File: config.mk
export PLATFORM = sky130hd
export DESIGN_NAME = ram16x2_wr_seq
export DESIGN_NICKNAME = d
export VERILOG_FILES = /design/src/rtl/ram16x2_seq_pkg.sv /design/src/rtl/ram16x2_rr_arb.sv /design/src/rtl/ram16x2_wr_seq.sv
export SDC_FILE = /design/constraint.sdc
export NUM_CORES = 1
export LEC_CHECK = 0
export ABC_AREA = 1
export BUFFER_PORTS_ARGS = -buffer_cell sky130_fd_sc_hd__buf_4
export CORE_MARGIN = 10
export CORE_UTILIZATION = 42
export DETAILED_ROUTE_END_ITERATION = 16
export GPL_ROUTABILITY_DRIVEN = 1
export PLACE_DENSITY = 0.68
export REMOVE_ABC_BUFFERS = 1
export SYNTH_ARGS = -nofsm -noshare
export SYNTH_HDL_FRONTEND = slang
export SYNTH_SLANG_ARGS = --single-unit
File: constraint.sdc
create_clock -name CLK -period 1 [get_ports CLK]
set_clock_uncertainty 0.05 [all_clocks]
set_input_delay 0.15 -clock CLK [delete_from_list [all_inputs] [get_ports CLK]]
set_output_delay 0.15 -clock CLK [all_outputs]
set_load 0.1 [all_outputs]
File: src/rtl/ram16x2_seq_pkg.sv
// -----------------------------------------------------------------------------
// ram16x2_seq_pkg
//   Shared types and sizes for the 16x2 distributed-RAM write/read sequencer.
//   - ADDR_W / DATA_W / DEPTH : slice geometry
//   - state_e                 : sequencer FSM states (CLEAR sweep, RUN)
//   - gnt_e                   : round-robin pointer (which port wins a tie)
//   - ram_req_t               : registered RAM-side pin bundle (AD, M, WE)
// -----------------------------------------------------------------------------
package ram16x2_seq_pkg;

    localparam int ADDR_W = 4;
    localparam int DATA_W = 2;
    localparam int DEPTH  = 16;

    typedef enum logic {
        CLEAR = 1'b0,
        RUN   = 1'b1
    } state_e;

    typedef enum logic {
        GNT_WR = 1'b0,
        GNT_RD = 1'b1
    } gnt_e;

    typedef struct packed {
        logic [ADDR_W-1:0] ad;
        logic [DATA_W-1:0] m;
        logic              we;
    } ram_req_t;

    // Hand the tie-break priority to the other port.
    function automatic gnt_e gnt_flip(input gnt_e g);
        return (g == GNT_WR) ? GNT_RD : GNT_WR;
    endfunction

endpackage

File: src/rtl/ram16x2_rr_arb.sv
// -----------------------------------------------------------------------------
// ram16x2_rr_arb
//   Two-requester round-robin arbiter (write port vs read port) with a
//   registered priority pointer.
//   Ports:
//     CLK       in  clock, rising edge
//     LSRN      in  synchronous active-low reset (pointer -> GNT_WR)
//     en        in  arbitration enabled (RUN and no soft clear pending)
//     wr_valid  in  write request
//     rd_valid  in  read request
//     wr_ready  out write port may transfer this cycle
//     rd_ready  out read port may transfer this cycle
//   A port's ready depends only on en, the pointer and the *other* port's
//   valid, so there is no valid->ready loop through a requester. With both
//   valid exactly one ready is high; the pointer toggles only on such a
//   contested grant, so uncontested traffic never disturbs the fairness order.
// -----------------------------------------------------------------------------
module ram16x2_rr_arb
    import ram16x2_seq_pkg::*;
(
    input  logic CLK,
    input  logic LSRN,
    input  logic en,
    input  logic wr_valid,
    input  logic rd_valid,
    output logic wr_ready,
    output logic rd_ready
);

    gnt_e ptr;

    always_ff @(posedge CLK) begin
        if (!LSRN) begin
            ptr <= GNT_WR;
        end else if (en && wr_valid && rd_valid) begin
            ptr <= gnt_flip(ptr);
        end
    end

    always_comb begin
        wr_ready = 1'b0;
        rd_ready = 1'b0;
        if (en) begin
            wr_ready = (ptr == GNT_WR) || !rd_valid;
            rd_ready = (ptr == GNT_RD) || !wr_valid;
        end
    end

endmodule

File: src/rtl/ram16x2_wr_seq.sv
// -----------------------------------------------------------------------------
// ram16x2_wr_seq
//   Upstream sequencer for a 16x2 single-port distributed-RAM slice. Merges a
//   write port and a read port onto the slice's shared AD/M/WE pins, sweeps
//   every location to INIT_VAL after reset, and registers the slice's
//   combinational read output onto RD_DATA one cycle after a read is issued.
//
//   Parameters:
//     INIT_VAL      value written to all 16 locations during a clear sweep
//     CLR_ON_RESET  1: sweep after reset; 0: go straight to RUN
//   Optional feature (macro RAM16X2_SEQ_CLR_EN):
//     adds CLR_REQ; a high CLR_REQ sampled in RUN starts a new sweep.
//
//   Ports:
//     CLK, LSRN                clock / synchronous active-low reset
//     WR_VALID/READY/ADDR/DATA write request channel
//     RD_VALID/READY/ADDR      read request channel
//     RD_DVAL, RD_DATA         read response (one-cycle pulse, data held)
//     AD, M, WE                registered RAM pins (WE drives the slice CE)
//     F                        RAM combinational read data
//     CLR_REQ                  soft clear request (RAM16X2_SEQ_CLR_EN only)
//     BUSY                     high while sweeping
// -----------------------------------------------------------------------------
module ram16x2_wr_seq
    import ram16x2_seq_pkg::*;
#(
    parameter logic [DATA_W-1:0] INIT_VAL     = 2'b00,
    parameter bit                CLR_ON_RESET = 1'b1
) (
    input  logic              CLK,
    input  logic              LSRN,
    input  logic              WR_VALID,
    output logic              WR_READY,
    input  logic [ADDR_W-1:0] WR_ADDR,
    input  logic [DATA_W-1:0] WR_DATA,
    input  logic              RD_VALID,
    output logic              RD_READY,
    input  logic [ADDR_W-1:0] RD_ADDR,
    output logic              RD_DVAL,
    output logic [DATA_W-1:0] RD_DATA,
    output logic [ADDR_W-1:0] AD,
    output logic [DATA_W-1:0] M,
    output logic              WE,
    input  logic [DATA_W-1:0] F,
`ifdef RAM16X2_SEQ_CLR_EN
    input  logic              CLR_REQ,
`endif
    output logic              BUSY
);

    // Read pipeline: bit 0 = address presented to slice, bit RD_STAGES = data captured.
    localparam int RD_STAGES = 1;

    state_e              state, state_nxt;
    logic [ADDR_W-1:0]   clr_cnt, clr_cnt_nxt;
    ram_req_t            ram_q, ram_nxt;
    logic [RD_STAGES:0]  vld_pipe;
    logic [DATA_W-1:0]   rd_data_q;
    logic                clr_req;
    logic                arb_en;
    logic                wr_acc, rd_acc;

    // Soft clear is only honoured in RUN; a request during a sweep is ignored.
`ifdef RAM16X2_SEQ_CLR_EN
    assign clr_req = CLR_REQ && (state == RUN);
`else
    assign clr_req = 1'b0;
`endif

    // Holding off both ports on the clear edge keeps the sweep from racing
    // with an accepted op on the shared pins.
    assign arb_en = (state == RUN) && !clr_req;

    ram16x2_rr_arb u_arb (
        .CLK      (CLK),
        .LSRN     (LSRN),
        .en       (arb_en),
        .wr_valid (WR_VALID),
        .rd_valid (RD_VALID),
        .wr_ready (WR_READY),
        .rd_ready (RD_READY)
    );

    assign wr_acc = WR_VALID && WR_READY;
    assign rd_acc = RD_VALID && RD_READY;

    always_comb begin
        state_nxt   = state;
        clr_cnt_nxt = clr_cnt;
        // Idle cycle: hold address/data, drop the write strobe.
        ram_nxt     = '{ad: ram_q.ad, m: ram_q.m, we: 1'b0};
        case (state)
            CLEAR: begin
                ram_nxt     = '{ad: clr_cnt, m: INIT_VAL, we: 1'b1};
                clr_cnt_nxt = clr_cnt + 1'b1;   // wraps 15 -> 0 ready for next sweep
                if (clr_cnt == ADDR_W'(DEPTH - 1)) begin
                    state_nxt = RUN;
                end
            end
            RUN: begin
                if (clr_req) begin
                    state_nxt = CLEAR;
                end else if (wr_acc) begin
                    ram_nxt = '{ad: WR_ADDR, m: WR_DATA, we: 1'b1};
                end else if (rd_acc) begin
                    ram_nxt = '{ad: RD_ADDR, m: ram_q.m, we: 1'b0};
                end
            end
            default: begin
                state_nxt = RUN;
            end
        endcase
    end

    always_ff @(posedge CLK) begin
        if (!LSRN) begin
            state     <= CLR_ON_RESET ? CLEAR : RUN;
            clr_cnt   <= '0;
            ram_q     <= '0;
            vld_pipe  <= '0;   // drops any read in flight
            rd_data_q <= '0;
        end else begin
            state     <= state_nxt;
            clr_cnt   <= clr_cnt_nxt;
            ram_q     <= ram_nxt;
            vld_pipe  <= {vld_pipe[RD_STAGES-1:0], rd_acc};
            // F reflects AD set on the accept edge; a write issued the cycle
            // before lands on this same edge, so the new value is seen.
            if (vld_pipe[RD_STAGES-1]) begin
                rd_data_q <= F;
            end
        end
    end

    assign AD      = ram_q.ad;
    assign M       = ram_q.m;
    assign WE      = ram_q.we;
    assign RD_DVAL = vld_pipe[RD_STAGES];
    assign RD_DATA = rd_data_q;
    assign BUSY    = (state == CLEAR);

endmodule
==> results of run 1 <==
-- layout by cell type, fill, tap and decap left out, types with 3 or more instances in the layout --
master     n
nand2_4    5
nor2_1    18
a21oi_1    8
nor2_2     3
buf_12    13
inv_1      9
dfxtp_1    3
buf_6      9
nand2_1   23
dfxtp_2    9
nand3_1    4
buf_4     28
nand3b_1   4
dfxtp_4    5
o21ai_0    3
clkbuf_4   3
a21oi_2    3
-- final timing paths --
check / start / endpoint / slack [ns] / cells past startpoint
setup / recovery: arb_en / AD[3] / -0.37 / 7
hold / removal: F[1] / RD_DATA[1] / 0.05 / 3
setup reg to reg: arb_en / AD[3] / -0.37 / 7
hold reg to reg: vld_pipe[0] / vld_pipe[1] / 0.42 / 2
-- routing by layer --
metal / GRT usage (%) / vias to the layer above / part of all wire [%]
li1: - / 472 / -
met1: 13.2 / 454 / 36
met2: 24.5 / 30 / 58
met3: 3.89 / 12 / 3.9
met4: 3.28 / 0 / 2.8
met5: 0 / - / 0
-- power by group through the flow --
stage	registers, mW	logic (mW)	clock network [mW]
2_1_floorplan	0.786	0.0510	0
3_3_place_gp	0.724	0.196	0
4_1_cts	0.716	0.228	0.390
6_report	0.710	0.253	0.375
5_1_grt	0.712	0.271	0.421
3_5_place_dp	0.724	0.199	0
-- synthesized netlist by cell type --
master / n / area share [%]
a21oi_1: 12 / 7.6
a21oi_4: 1 / 2.0
buf_2: 1 / 0.63
buf_4: 2 / 1.9
dfxtp_1: 17 / 43
ha_1: 1 / 1.6
inv_1: 12 / 5.7
inv_2: 1 / 0.47
nand2_1: 27 / 13
nand2_2: 1 / 0.79
nand2_4: 1 / 1.4
nand3_1: 6 / 3.8
nand3b_1: 4 / 3.8
nor2_1: 22 / 10
nor3_1: 1 / 0.63
o21ai_0: 6 / 3.8
-- through the flow --
| step | util, % | cell area (sq um) | setup slack, ns |
|---|---|---|---|
| 2_1_floorplan | - | 774 | -1.81 |
| 3_3_place_gp | 62.7 | 1110 | -0.157 |
| 3_5_place_dp | 62.7 | 1110 | -0.183 |
| 4_1_cts | 79.7 | 1410 | -0.318 |
| 5_1_grt | 88.4 | 1560 | -0.430 |
| 6_report | 88.4 | 1560 | -0.373 |
-- state kept, by name, indices dropped and copies added (netlist names) --
name       count
vld_pipe       2
AD             4
clr_cnt        4
RD_DATA        2
arb_en         1
u_arb.ptr      1
M              2
WE             1
-- cell type report --
| class | count | area (sq um) |
|---|---|---|
| clock inverter | 1 | 5.00 |
| timing repair inverter | 1 | 7.51 |
| inverter | 13 | 61.3 |
| timing repair buffer | 50 | 572 |
| clock buffer | 3 | 22.5 |
| tap | 25 | 31.3 |
| multi-input combinational | 82 | 490 |
| sequential | 17 | 370 |
| fill | 86 | 204 |
-- timing repair --
item | in CTS | in global routing
resized for setup | 73 | 31
hold endpoints to repair | 0 | 0
setup endpoints to repair | 24 | 26
hold buffers | 0 | 0
setup buffers | 3 | 8
pin swaps | 7 | 11
cloned | 1 | 0
-- worst reg2reg max path: cells and delay by family, from the launching register on --
| family | cells | cell delay (ns) |
|---|---|---|
| AND/OR/NAND/NOR | 4 | 0.36 |
| flip-flops | 1 | 0.38 |
| AO/OA/AOI/OAI | 1 | 0.21 |
| buffers and inverters | 2 | 0.29 |
-- cell families after synthesis --
family,count (synthesis),share of synthesized area (%)
fa+ha+maj,1,1.57
simple gates,62,33.5
buf+inv,16,8.66
flops,17,42.8
compound gates,19,13.4
==> results.py, run 1 <==
metrics = {
    "run_status": {
        "status": "finished, violations left",
        "violations": "setup timing",
    },
    "floorplanning": {
        "io_pins": 29,
        "die_area_sq_um": 4030,
        "rows": 15,
        "dieHeight_um": 63.5,
        "core_sq_um": 1760,
        "die_w_um": 63.5,
        "initial_core_util_pct": 45.0,
    },
    "drt": {
        "route.detailed.drc": 0,
        "dr.pass1.iters": 4,
        "vias": 968,
        "avgRoutedWirePerCell_um": 16.3,
        "drt-vias-per-instance": 5.04,
        "routed_wl_um": 3130,
        "ant_nets": 0,
        "drt_iter0_markers": 42,
    },
    "clocking": {
        "cts-root-buf": "clkbuf_4",
        "clkTransAtPathRegs_ns": 0.11,
        "cts_made_buffers": 3,
        "h-tree-depth": 1,
        "clockBufferDepth": 2,
        "insertion_delay_ns": 0.30,
        "cts_sinks": 17,
        "cts_tree": "built",
    },
    "timing": {
        "rsz0062_at_grt": "true",
        "tns_ns": -3.37,
        "period_needed_ns": 1.37,
        "fin_crit_sh_pct": 137,
        "holdWs_ns": 0.0481,
        "fmax_mhz": 728,
        "slew_headroom_pct": 82.2,
        "slew_viol_final": 0,
        "worstMarginPinSlew_ns": 0.267,
        "setup_slack_ns": -0.373,
        "finalSetupViolations": 24,
        "final_hold_viol_count": 0,
    },
    "global_routing": {
        "grt_first_pass_wirelength_um": 4260,
        "grt_usage_pct": 12.9,
        "overflow": 0,
        "grt_pass1_vias": 903,
        "antenna_found_initial": 0,
        "grt_max_degree": 14,
    },
    "worst_setup_path": {
        "slowest_delay_ns": 0.38,
        "cp_data_arrival_time_ns": 1.53,
        "critPathRequiredTime_ns": 1.15,
        "cp_max_fo": 4,
        "worstPathCellList": "buf_4 > nand2_4 > clkinvlp_4 > a21oi_1 > nor2_1 > nor2_1 > nor2_1",
        "cp-end-kind": "flip-flop",
        "critPathSlowestCell": "dfxtp_4",
        "critPathLaunchType": "flip-flop",
        "critPathKind": "flip-flop to flip-flop",
        "crit_path_frequent_cell": "nor2_1",
        "crit_buf_inv": 2,
        "cp_top_family": "flip-flops",
    },
    "layout": {
        "antennaDiodeCount": 0,
        "fin_cells": 192,
        "area_growth_pct": 96.4,
        "drive_gt1_share_pct": 55.7,
        "final_nets": 185,
    },
    "pwr": {
        "seq_power_share_pct": 53.1,
        "clock_power_share_pct": 28.0,
        "sw_frac_of_total_pct": 29.2,
        "pwr_density_cell_nw_per_um2": 858,
        "pwr-share-comb_pct": 18.9,
        "ir_drop_uv": 1130,
        "p_leak_nw": 0.733,
        "p_int_uw": 947,
        "power.total_mw": 1.34,
        "switching_power_uw": 391,
    },
    "synth": {
        "avgSynthCellArea_sq_um": 6.91,
        "synth_cell_types": 16,
        "syn_inst": 115,
        "synth-seq-cells": 17,
        "netlist_area_sq_um": 795,
        "yosys_warnings": 0,
        "yosysSeqAreaShare_pct": 42.8,
    },
    "place": {
        "place_congestion": 0.807,
        "hpwl_um": 1740,
        "portBuffers": 28,
        "dp_cells": 177,
    },
    "run": {
        "drv_cap": 0,
    },
    "worst_hold_path": {
        "hp-class": "input pin to flip-flop",
    },
}
No activity file was read; power rests on OpenSTA's default activity.
==> run 2, diff against run 1 <==
--- a/config.mk
+++ b/config.mk
@@ -9,6 +9,7 @@
 export BUFFER_PORTS_ARGS = -buffer_cell sky130_fd_sc_hd__buf_4
 export CORE_MARGIN = 10
 export CORE_UTILIZATION = 42
+export CTS_BUF_LIST = sky130_fd_sc_hd__clkbuf_16
 export DETAILED_ROUTE_END_ITERATION = 16
 export GPL_ROUTABILITY_DRIVEN = 1
 export PLACE_DENSITY = 0.68
==> run 2 against run 1 <==
The run still ends with setup timing left. Cell count down 2.1%. Fmax up 4.3%. Hold slack better by 0.023 ns. Total power up 33%. Utilization down 0.14 points. Largest cell class unchanged. Clock-buffer cell count unchanged. Non-clock buffer count down 4. Largest power group is now the clock network. Design area down 0.16%. Setup slack better by 0.057 ns. Sequential share of layout area down 0.52 points. Global-route usage up 0.33 points.
==> results.py, run 2 (synthesized netlist as in run 1, its figures left out) <==
metrics = {
    "pwr": {
        "sw_frac_of_total_pct": 25.0,
        "seq_power_share_pct": 40.4,
        "p_int_mw": 1.34,
        "p_leak_nw": 0.703,
        "power.total_mw": 1.79,
        "pwr-share-comb_pct": 14.1,
        "clock_power_share_pct": 45.5,
        "ir_drop_uv": 1220,
        "pwr_density_cell_nw_per_um2": 1150,
        "switching_power_uw": 446,
    },
    "floorplanning": {
        "core_sq_um": 1760,
        "io_pins": 29,
        "dieHeight_um": 63.5,
        "initial_core_util_pct": 45.0,
        "die_w_um": 63.5,
        "die_area_sq_um": 4030,
        "rows": 15,
    },
    "layout": {
        "antennaDiodeCount": 0,
        "drive_gt1_share_pct": 54.0,
        "area_growth_pct": 96.1,
        "design_area_sq_um": 1560,
        "nFillCells": 98,
        "final_cell_mix": "25 x buf_4, 22 x nand2_1, 19 x nor2_1",
        "final_nets": 181,
        "final_common_cell": "buf_4",
    },
    "drt": {
        "ant_nets": 0,
        "route.detailed.drc": 0,
        "drt_iter0_markers": 40,
        "vias": 968,
        "routed_wl_um": 3410,
        "drt-vias-per-instance": 5.15,
        "dr.pass1.iters": 4,
        "avgRoutedWirePerCell_um": 18.1,
    },
    "clocking": {
        "insertion_delay_ns": 0.25,
        "clockBufferDepth": 2,
        "cts_sinks": 17,
        "cts_made_buffers": 3,
        "cts_tree": "built",
        "clkTransAtPathRegs_ns": 0.05,
        "cts_hold_buf": 0,
        "h-tree-depth": 1,
        "cts-root-buf": "clkbuf_16",
    },
    "worst_setup_path": {
        "regToRegSetupSlack_ns": -0.32,
        "cp-end-kind": "flip-flop",
        "crit-reg2reg-launch": "u_arb.ptr",
        "endpoint": "AD[2]",
        "cp_max_fo": 8,
        "startpoint": "u_arb.ptr",
        "critPathLaunchType": "flip-flop",
        "critPathKind": "flip-flop to flip-flop",
        "crit_path_frequent_cell": "nor2_1",
        "reg2reg_to": "AD[2]",
        "worstPathCellList": "nand2_4 > buf_6 > buf_6 > a21oi_1 > nor2_1 > nor2_1 > nor2_1",
        "reg2regPathDepth": 7,
        "critPathRequiredTime_ns": 1.09,
        "critPathSlowestCell": "dfxtp_2",
        "slowest_delay_ns": 0.36,
        "cp_data_arrival_time_ns": 1.41,
    },
    "timing": {
        "period_needed_ns": 1.32,
        "slew_headroom_pct": 81.6,
        "rsz0062_at_grt": "true",
        "tns_ns": -2.83,
        "fmax_mhz": 760,
        "setup_slack_ns": -0.316,
        "slew_viol_final": 0,
        "holdWs_ns": 0.0706,
        "fin_crit_sh_pct": 132,
        "final_hold_viol_count": 0,
        "worstMarginPinSlew_ns": 0.276,
        "finalSetupViolations": 13,
    },
    "global_routing": {
        "grt_first_pass_wirelength_um": 4360,
        "grt_pass1_vias": 936,
        "antenna_found_initial": 0,
        "grt_max_degree": 14,
        "grt_usage_pct": 13.2,
        "overflow": 0,
    },
    "run": {
        "drv_cap": 0,
    },
    "run_status": {
        "violations": "setup timing",
        "status": "finished, violations left",
    },
    "worst_hold_path": {
        "min_path_cells": 3,
        "hp-class": "input pin to flip-flop",
    },
    "place": {
        "dp_slack_ns": -0.183,
        "hpwl_um": 1740,
        "place_congestion": 0.807,
        "portBuffers": 28,
        "placed_area_sq_um": 1110,
    },
}
==> run 2: changes by cell type in the layout (fill, tap and decap cells not counted), sizes merged <==
| cell | before | now |
|---|---|---|
| buf | 50 | 46 |
==> run 2: area by class of cell <==
type	instances	area (sq um)	area share, %
Clock buffer	3	75.1	4.82
Clock inverter	1	5.00	0.321
Sequential cell	17	362	23.2
Timing Repair inverter	1	7.51	0.482
Multi-Input combinational cell	82	480	30.8
Tap cell	25	31.3	2.01
Inverter	13	58.8	3.78
Timing Repair Buffer	46	538	34.5
==> run 2: worst min-delay path by stage <==
stage | to | slack (ns) | from
finish | RD_DATA[0] | 0.07 | F[0]
floorplan | vld_pipe[1] | 0.20 | LSRN
CTS | RD_DATA[0] | 0.07 | F[0]
detailed placement | RD_DATA[0] | 0.33 | F[0]
global placement | RD_DATA[0] | 0.33 | F[0]
global route | RD_DATA[0] | 0.11 | F[0]
==> run 2: layer usage <==
| layer | up-vias | wire [um] | track usage, % |
|---|---|---|---|
| li1 | 461 | - | - |
| met1 | 460 | 1200 | 13.3 |
| met2 | 33 | 1930 | 25.1 |
| met3 | 14 | 151 | 3.71 |
| met4 | 0 | 129 | 4.37 |
| met5 | - | 0 | 0 |
==> run 2: power groups by stage <==
stage | sequential, mW | combinational, mW | clock [mW]
floorplan | 0.786 | 0.0510 | 0
global placement | 0.724 | 0.196 | 0
detailed placement | 0.724 | 0.199 | 0
CTS | 0.716 | 0.225 | 0.822
global route | 0.723 | 0.266 | 0.855
finish | 0.722 | 0.252 | 0.812
==> run 2: repair_timing <==
action / CTS / global route
setup endpoints to repair: 24 / 20
cloned: 1 / 0
hold endpoints to repair: 0 / 0
buffers inserted: 3 / 3
resized for setup: 70 / 26
pin swaps: 7 / 10
==> run 2: per-stage QoR <==
stage	instances	utilization, %
global route	188	88.3
finish	188	88.3
floorplan	112	-
detailed placement	177	62.7
CTS	185	82.1
global placement	177	62.7
==> run 2: worst max-delay path: cells and delay by family, from the launching register on <==
family / cells / cell delay (ns)
simple gates: 4 / 0.36
flops: 1 / 0.36
buf+inv: 2 / 0.25
compound gates: 1 / 0.18
